**config.mk**
```make
export PLATFORM = sky130hd
export DESIGN_NAME = mem_stage_flat
export DESIGN_NICKNAME = d
export VERILOG_FILES = /design/src/rtl/mem_stage_if.sv /design/src/rtl/mem_stage.sv /design/src/flat_wrapper.sv
export SDC_FILE = /design/constraint.sdc
export NUM_CORES = 2
export LEC_CHECK = 0
export ABC_AREA = 1
export BUFFER_PORTS_ARGS = -buffer_cell sky130_fd_sc_hd__buf_2
export CAP_MARGIN = 20
export CORE_MARGIN = 2
export CORE_UTILIZATION = 45
export DETAILED_ROUTE_END_ITERATION = 10
export GPL_ROUTABILITY_DRIVEN = 1
export PLACE_DENSITY = 0.56
export SLEW_MARGIN = 20
export SYNTH_ARGS = -nofsm -noshare
export SYNTH_HDL_FRONTEND = slang
export SYNTH_SLANG_ARGS = --single-unit
```
**constraint.sdc**
```tcl
create_clock -name clk -period 4.9 [get_ports clk]
set_input_delay 0.98 -clock clk [delete_from_list [all_inputs] [get_ports clk]]
set_output_delay 0.98 -clock clk [all_outputs]
set_load 0.005 [all_outputs]
```
**src/rtl/mem_stage_if.sv**
```systemverilog
// Bundle between the EXE/MEM pipeline register, the MEM stage and the MEM/WB register.
// The pipeline side drives through master; mem_stage consumes through slave.
interface mem_stage_if;
  // Pipeline to MEM stage
  logic        WB_en_in;
  logic        MEM_R_EN_in;
  logic        MEM_W_EN_in;
  logic [31:0] ALU_result_in;
  logic [31:0] ST_val_in;
  logic [4:0]  Dest_in;

  // MEM stage to MEM/WB register and freeze logic
  logic        WB_en;
  logic        MEM_R_EN;
  logic [31:0] ALU_result;
  logic [31:0] MEM_read_value;
  logic [4:0]  Dest;
  logic        ready;
  logic        addr_err;

  modport master (
    output WB_en_in, MEM_R_EN_in, MEM_W_EN_in, ALU_result_in, ST_val_in, Dest_in,
    input  WB_en, MEM_R_EN, ALU_result, MEM_read_value, Dest, ready, addr_err
  );

  modport slave (
    input  WB_en_in, MEM_R_EN_in, MEM_W_EN_in, ALU_result_in, ST_val_in, Dest_in,
    output WB_en, MEM_R_EN, ALU_result, MEM_read_value, Dest, ready, addr_err
  );
endinterface

```
**src/rtl/mem_stage.sv**
```systemverilog
// MIPS MEM stage: internal word memory with fixed multi-cycle access and ready/freeze handshake.
// Optional range check enabled by defining MEM_ADDR_CHECK_EN.
module mem_stage #(
  parameter int BASE_ADDR = 1024,
  parameter int DEPTH     = 64,
  parameter int ADDR_W    = 6,
  parameter int LATENCY   = 4
) (
  input  logic          clk,
  input  logic          rst,
  mem_stage_if.slave    bus
);

  localparam int DATA_W = 32;
  localparam int CNT_W  = (LATENCY > 1) ? $clog2(LATENCY) : 1;

  typedef enum logic [1:0] {
    IDLE = 2'd0,
    BUSY = 2'd1,
    DONE = 2'd2
  } state_t;

  state_t              state_q, state_d;
  logic [CNT_W-1:0]    cnt_q, cnt_d;
  logic [ADDR_W-1:0]   idx_q, idx_d;
  logic [DATA_W-1:0]   wdata_q, wdata_d;
  logic [DATA_W-1:0]   rdata_q, rdata_d;
  logic                wr_q, wr_d;
  logic                rd_q, rd_d;
  logic                oor_q, oor_d;

  logic [DATA_W-1:0]   mem [DEPTH];

  logic [31:0]         off;
  logic                req;
  logic                commit;
  logic                oor_now;
  logic                unused_off;

  assign off        = bus.ALU_result_in - 32'(BASE_ADDR);
  assign unused_off = ^{off[31:ADDR_W+2], off[1:0]};
  assign req        = bus.MEM_R_EN_in | bus.MEM_W_EN_in;
  assign commit     = (state_q == BUSY) && (cnt_q == '0);

`ifdef MEM_ADDR_CHECK_EN
  localparam logic [31:0] LO_ADDR = 32'(BASE_ADDR);
  localparam logic [31:0] HI_ADDR = 32'(BASE_ADDR + 4 * DEPTH);
  assign oor_now = (bus.ALU_result_in < LO_ADDR) || (bus.ALU_result_in >= HI_ADDR);
`else
  assign oor_now = 1'b0;
`endif

  // State and latched access fields
  always_ff @(posedge clk) begin
    if (rst) begin
      state_q <= IDLE;
      cnt_q   <= '0;
      idx_q   <= '0;
      wdata_q <= '0;
      rdata_q <= '0;
      wr_q    <= 1'b0;
      rd_q    <= 1'b0;
      oor_q   <= 1'b0;
    end else begin
      state_q <= state_d;
      cnt_q   <= cnt_d;
      idx_q   <= idx_d;
      wdata_q <= wdata_d;
      rdata_q <= rdata_d;
      wr_q    <= wr_d;
      rd_q    <= rd_d;
      oor_q   <= oor_d;
    end
  end

  // Memory is never cleared; a reset on the commit edge cancels the store
  always_ff @(posedge clk) begin
    if (!rst && commit && wr_q && !oor_q) begin
      mem[idx_q] <= wdata_q;
    end
  end

  always_comb begin
    state_d = state_q;
    cnt_d   = cnt_q;
    idx_d   = idx_q;
    wdata_d = wdata_q;
    rdata_d = rdata_q;
    wr_d    = wr_q;
    rd_d    = rd_q;
    oor_d   = oor_q;
    case (state_q)
      IDLE: begin
        if (req) begin
          state_d = BUSY;
          cnt_d   = CNT_W'(LATENCY - 1);
          idx_d   = off[ADDR_W+1:2];
          wdata_d = bus.ST_val_in;
          wr_d    = bus.MEM_W_EN_in;
          // A simultaneous read+write request behaves as a store only
          rd_d    = bus.MEM_R_EN_in & ~bus.MEM_W_EN_in;
          oor_d   = oor_now;
        end
      end
      BUSY: begin
        if (cnt_q == '0) begin
          state_d = DONE;
          if (rd_q) begin
            rdata_d = oor_q ? 32'hDEAD_BEEF : mem[idx_q];
          end
        end else begin
          cnt_d = cnt_q - 1'b1;
        end
      end
      DONE: begin
        state_d = IDLE;
      end
      default: begin
        state_d = IDLE;
      end
    endcase
  end

  always_comb begin
    bus.ready          = (state_q == DONE) || ((state_q == IDLE) && !req);
    bus.MEM_read_value = ((state_q == DONE) && rd_q) ? rdata_q : '0;
    bus.WB_en          = bus.WB_en_in & bus.ready;
    bus.MEM_R_EN       = bus.MEM_R_EN_in;
    bus.ALU_result     = bus.ALU_result_in;
    bus.Dest           = bus.Dest_in;
`ifdef MEM_ADDR_CHECK_EN
    bus.addr_err       = (state_q == DONE) && oor_q;
`else
    bus.addr_err       = 1'b0;
`endif
  end

endmodule

```
**src/flat_wrapper.sv**
```systemverilog
// flat-port wrapper written by rule: the top's interface ports become plain ports
module mem_stage_flat 
#(
  parameter int BASE_ADDR = 1024,
  parameter int DEPTH     = 64,
  parameter int ADDR_W    = 6,
  parameter int LATENCY   = 4
)
  (clk, rst, bus_WB_en_in, bus_MEM_R_EN_in, bus_MEM_W_EN_in, bus_ALU_result_in, bus_ST_val_in, bus_Dest_in, bus_WB_en, bus_MEM_R_EN, bus_ALU_result, bus_MEM_read_value, bus_Dest, bus_ready, bus_addr_err);
  mem_stage_if bus_i ();
  input  logic clk;
  input  logic rst;
  input wire logic [$bits(bus_i.WB_en_in)-1:0] bus_WB_en_in;
  input wire logic [$bits(bus_i.MEM_R_EN_in)-1:0] bus_MEM_R_EN_in;
  input wire logic [$bits(bus_i.MEM_W_EN_in)-1:0] bus_MEM_W_EN_in;
  input wire logic [$bits(bus_i.ALU_result_in)-1:0] bus_ALU_result_in;
  input wire logic [$bits(bus_i.ST_val_in)-1:0] bus_ST_val_in;
  input wire logic [$bits(bus_i.Dest_in)-1:0] bus_Dest_in;
  output wire logic [$bits(bus_i.WB_en)-1:0] bus_WB_en;
  output wire logic [$bits(bus_i.MEM_R_EN)-1:0] bus_MEM_R_EN;
  output wire logic [$bits(bus_i.ALU_result)-1:0] bus_ALU_result;
  output wire logic [$bits(bus_i.MEM_read_value)-1:0] bus_MEM_read_value;
  output wire logic [$bits(bus_i.Dest)-1:0] bus_Dest;
  output wire logic [$bits(bus_i.ready)-1:0] bus_ready;
  output wire logic [$bits(bus_i.addr_err)-1:0] bus_addr_err;
  assign bus_i.WB_en_in = bus_WB_en_in;
  assign bus_i.MEM_R_EN_in = bus_MEM_R_EN_in;
  assign bus_i.MEM_W_EN_in = bus_MEM_W_EN_in;
  assign bus_i.ALU_result_in = bus_ALU_result_in;
  assign bus_i.ST_val_in = bus_ST_val_in;
  assign bus_i.Dest_in = bus_Dest_in;
  assign bus_WB_en = bus_i.WB_en;
  assign bus_MEM_R_EN = bus_i.MEM_R_EN;
  assign bus_ALU_result = bus_i.ALU_result;
  assign bus_MEM_read_value = bus_i.MEM_read_value;
  assign bus_Dest = bus_i.Dest;
  assign bus_ready = bus_i.ready;
  assign bus_addr_err = bus_i.addr_err;
  mem_stage #(.BASE_ADDR(BASE_ADDR), .DEPTH(DEPTH), .ADDR_W(ADDR_W), .LATENCY(LATENCY)) u_core (.clk(clk), .rst(rst), .bus(bus_i));
endmodule
```
### Word-level counts from Yosys, hierarchy flattened

Memory sizes are Yosys's and may differ from the RTL's. A register that Yosys moved wholly into a read port is not among the register bits.
Cells that the tools add are included.

* input port bits: 74
* memories kept: 1
* logic and storage cells: 42
* output and inout port bits: 73
* bits in writable memories: 2048
* register bits: 44

Memory list
* u_core.mem: depth 64, bits a word 32, rd ports 1, clocked after Yosys merged registers in 1, wr ports 1, line mem_stage.sv:32 `logic [DATA_W-1:0] mem [DEPTH];`

* reduce and logical (&&, ||, !) cells: 15
* mux-type cells: 9
* eq/ne operators: 5
* add/sub/neg operators: 2
* bitwise gates (word level): 4

Operator list (count)
* $mux 32: 1
* $mux 2: 4
* $pmux 2 s2: 2
* $sub 8x1->8 const B: 1
* $reduce_and 3->1: 2
* $logic_and 1x1->1: 5
* $logic_not 2->1: 2
* $ne 2x2->1 const B: 2
* $reduce_and 2->1: 2
* $and 1x1->1: 2
* $eq 2x1->1 const B: 1
* $eq 2x2->1 const B: 1
* $logic_not 1->1: 2
* $mux 1: 2
* $ne 2x1->1 const B: 1
* $reduce_bool 2->1: 1
* $sub 2x1->2 const B: 1
* $logic_or 1x1->1: 1
* $not 1->1: 1
* $or 1x1->1: 1

### Logic depth before layout (Yosys ltp)

* word-level depth: 6
* depth in mapped cells: 17

### Least setup slack after synthesis

Ideal clock, no wire load.

* path type: input to register
* start: input port rst
* end: memory u_core.mem[0][0] (enable)
* data required time: 4479 ps
* stages on the path: 4
* path buffers: 1
* setup slack: 1303 ps
* library setup time: 421 ps
* arrival time: 3175 ps
* path through: clkbuf_1 > nor3_2 > nand3_1 > nor2_1

* word-level cells in the longest chain between the ends: 5

RTL lines
* start, declared: line flat_wrapper.sv:12 `input logic rst;`
* $logic_not 1->1: line mem_stage.sv:78 `if (!rst && commit && wr_q && !oor_q) begin`
* $logic_and 1x1->1 (2 in series): line mem_stage.sv:78
* $mux 1: line mem_stage.sv:78
* $mux 1 (not written as such): line mem_stage.sv:79 `mem[idx_q] <= wdata_q;`
* end, declared: line mem_stage.sv:32

No other way between the ends.

### Worst setup path in the final report

* start: register u_core.rd_q
* end: output port bus_MEM_read_value[9]

* word-level cells in the longest chain between the ends: 2

RTL lines
* start, declared: line mem_stage.sv:29 `logic rd_q, rd_d;`
* start signal, assigned: line mem_stage.sv:71 `rd_q <= rd_d;`
* $logic_and 1x1->1: line mem_stage.sv:126 `bus.MEM_read_value = ((state_q == DONE) && rd_q) ? rdata_q : '0;`
* $mux 32: line mem_stage.sv:126
* end, declared: line flat_wrapper.sv:22 `output wire logic [$bits(bus_i.MEM_read_value)-1:0] bus_MEM_read_value;`

No other way between the ends.

==> key figures <==
Power and ir drop
  • Power density over the cells: 416 nW/um^2
  • VDD IR-drop max: 379 uV
  • Logic gate share of total power: between 10% and 20%
  • Sw Share: roughly 27%
  • Cell Int Power: approximately 0.030 W
  • Leakage: 41.2 nW
  • Seq pwr share: 49.9%
  • Part of the power in the clock network: 37.5%
  • Sw power: 0.0112 W

Detailed routing
  • TritonRoute pass-1 iters: 5
  • Drt wl/cell: between 20 and 25 um
  • DRC viols: 0
  • Initial DRC count: 6167
  • Vias/cell: 5.12
  • Via count: 59700
  • Final ANT Viol Nets: 0
  • Detailed Route WL: between 200000 and 300000 um

Clock tree
  • CTS max path bufs: 3
  • CTS buffer count: 214
  • # H-tree levels: 4
  • CTS clk-pin slew, worst paths: 0.06 ns
  • CTS tree: yes
  • Clock Latency Late Sink: 0.87 ns
  • Num Clock Sinks: between 2000 and 2500
  • Post-cts sizing count: 0
  • Post-CTS Setup Inserts: 0
  • Root buffer cell: clkbuf_16
  • Hold buffers post-CTS: 0

Synth
  • Mean Syn Cell Area: 10.1 sq um
  • Synth Register Bits: 2124
  • Synth async-reset ratio: 0%
  • Mapped Nets: between 8000 and 9000
  • Top cells by count, synth: nand2_1, edfxtp_1, nor2_1
  • Ys flop type: edfxtp_1
  • Largest area contributor in the netlist: edfxtp_1
  • Synth warn: 0
  • Sequential share of the synthesized area: 70.7%
  • Top-area cell type share of the netlist area: 69.0%
  • Synth unique cells: 25
  • Syn Inst Count: a little under 9000
  • Number of flops mapped to enable cells by yosys: 2048
  • Synth Cell Area: 89100 sq um
  • Synth top area cells: edfxtp_1, nand2_1, dfxtp_1
  • Top-count cell post-synth: nand2_1

Timing
  • Hold WS: roughly 0.36 ns
  • RSZ-0062 raised after global routing: false
  • Final Hold Fails: 0
  • Final setup viols: 0
  • Slew @ Worst Pin: 1.04 ns
  • Slew headroom: 30.4%
  • Max Clock Skew: 0.0330 ns
  • Crit path time final: roughly 3.7 ns
  • Post-route setup TNS: 0 ns
  • Fin. max-slew vios: 0
  • Period utilization: 76.4%
  • Max Fclk: 0.267 GHz

Floorplan
  • Area of the die: 202000 sq um
  • # rows: around 160
  • Die Width: 449 um
  • Die height: about 450 um
  • Core box area: 197000 sq um
  • Initial Utilization: 45.2%
  • IO Count: between 100 and 150

Min path
  • HP Class: in -> reg

Setup path
  • Cell family with most CP delay: simple AND/OR/NAND/NOR gates
  • R2R setup slack: 1.30 ns
  • Arrival time at the worst endpoint: approximately 2.8 ns
  • Critical path, cell by cell: nand3_2 -> buf_4 -> nor2_1 -> buf_2
  • Worst Setup End Kind: output port
  • CP bufs+invs: 2
  • Crit path max-delay cell type: nor2_1
  • Critical path's largest stage delay: 0.52 ns
  • CP max FO: 24
  • Required arrival time at the worst endpoint: 3.92 ns
  • CP startpoint kind: register
  • CP Class: reg -> out

Global route
  • Total Routing Usage GR: 24.9%
  • First-pass GRT wire length: 374000 um
  • Largest net degree at the start of global routing: 184
  • GRT overflow: 0
  • Vias in the first global route: 56500
  • Initial antenna violation count: 7

Placement
  • Placed inst area: 92600 sq um
  • RD Place Congestion: 0.830
  • DP HPWL: between 100000 and 150000 um
  • PortBufs: 83

Cells and area
  • Area Overhead vs Synth: 11.4%
  • Layout cells sized above 1: 7.31%
  • Fin nets: 8917
  • Post-route cell area: 99300 sq um

Status
  • Status: completed

Run
  • Max Cap Viol: 0
[final cells by class]
type,count,area (sq um)
fill,17800,97700
antenna,6,15.0
sequential,2124,63100
inverter,127,508
multi-input combinational,6115,23800
tap,2640,3300
clock buffer,290,5770
timing repair buffer,260,2010
clock inverter,100,793
[flip-flops by register name, summed over array words and instances (netlist names)]
name / flops
u_core.mem: 2048
u_core.cnt_q: 2
u_core.rdata_q: 32
u_core.idx_q: 6
u_core.wdata_q: 32
u_core.state_q: 2
u_core.wr_q: 1
u_core.rd_q: 1
[kinds of logic after synthesis]
| logic type | synth area share [%] |
|---|---|
| compound gates | 0.636 |
| fa+ha+maj | 0.0140 |
| buf+inv | 3.18 |
| flops | 70.7 |
| other cells | 0.00421 |
| simple gates | 25.4 |
[through the flow]
step	total power, W	utilization [%]	setup WS, ns	cells
floorplan	0.0241	-	1.30	8848
global placement	0.0261	47.0	1.20	11300
detailed placement	0.0262	47.0	1.12	11300
CTS	0.0415	50.4	1.10	11700
global route	0.0428	50.4	1.11	11700
finish	0.0414	50.4	1.16	11700
[worst register-to-register path, delay by kind of cell, from the launching register on]
| kind | cells | cell delay, ns |
|---|---|---|
| and+or+nand+nor | 11 | 1.49 |
| buffers and inverters | 3 | 1.21 |
| DFF | 1 | 0.79 |
[per-layer routing]
| layer | vias to the layer above | part of all wire, % | routed length (um) | global-route usage (%) |
|---|---|---|---|---|
| met2 | 1988 | 46 | 116000 | 39.6 |
| met4 | 0 | 3.1 | 7930 | 7.90 |
| li1 | 28400 | - | - | - |
| met5 | - | 0 | 0 | 0 |
| met1 | 29000 | 45 | 114000 | 35.9 |
| met3 | 334 | 6.5 | 16600 | 3.01 |
[power groups by stage]
| stage | Combinational (W) | Clock [W] | Sequential (W) |
|---|---|---|---|
| 3_3_place_gp | 0.00514 | 0 | 0.0210 |
| 4_1_cts | 0.00519 | 0.0157 | 0.0206 |
| 5_1_grt | 0.00575 | 0.0165 | 0.0206 |
| 2_1_floorplan | 0.00299 | 0 | 0.0211 |
| 6_report | 0.00520 | 0.0155 | 0.0206 |
| 3_5_place_dp | 0.00517 | 0 | 0.0210 |
[final timing paths]
kind,startpoint,end,depth (start not counted)
min reg2reg,u_core.wdata_q[22],u_core.wdata_q[22],2
max reg2reg,u_core.idx_q[0],u_core.rdata_q[0],14
min,bus_ST_val_in[29],u_core.wdata_q[29],3
max,u_core.rd_q,bus_MEM_read_value[9],4
[layout by cell type, fill, tap and decap left out, types with 4 or more instances in the layout]
master / count
inv_1: 120
dfxtp_1: 41
buf_4: 157
clkbuf_8: 9
buf_2: 83
o21ai_1: 4
clkinv_8: 7
clkinv_1: 53
nand2_1: 5687
edfxtp_1: 2048
o211ai_1: 7
nand3_1: 53
nor2_1: 182
or2_2: 4
nor3_4: 7
o21ai_0: 48
bufinv_16: 8
clkbuf_1: 60
a21oi_1: 49
dfxtp_2: 32
buf_12: 18
clkbuf_4: 6
inv_2: 4
inv_6: 4
clkinv_2: 22
diode_2: 6
clkbuf_16: 215
nor2_4: 64
(Power assumes the default switching activity.)
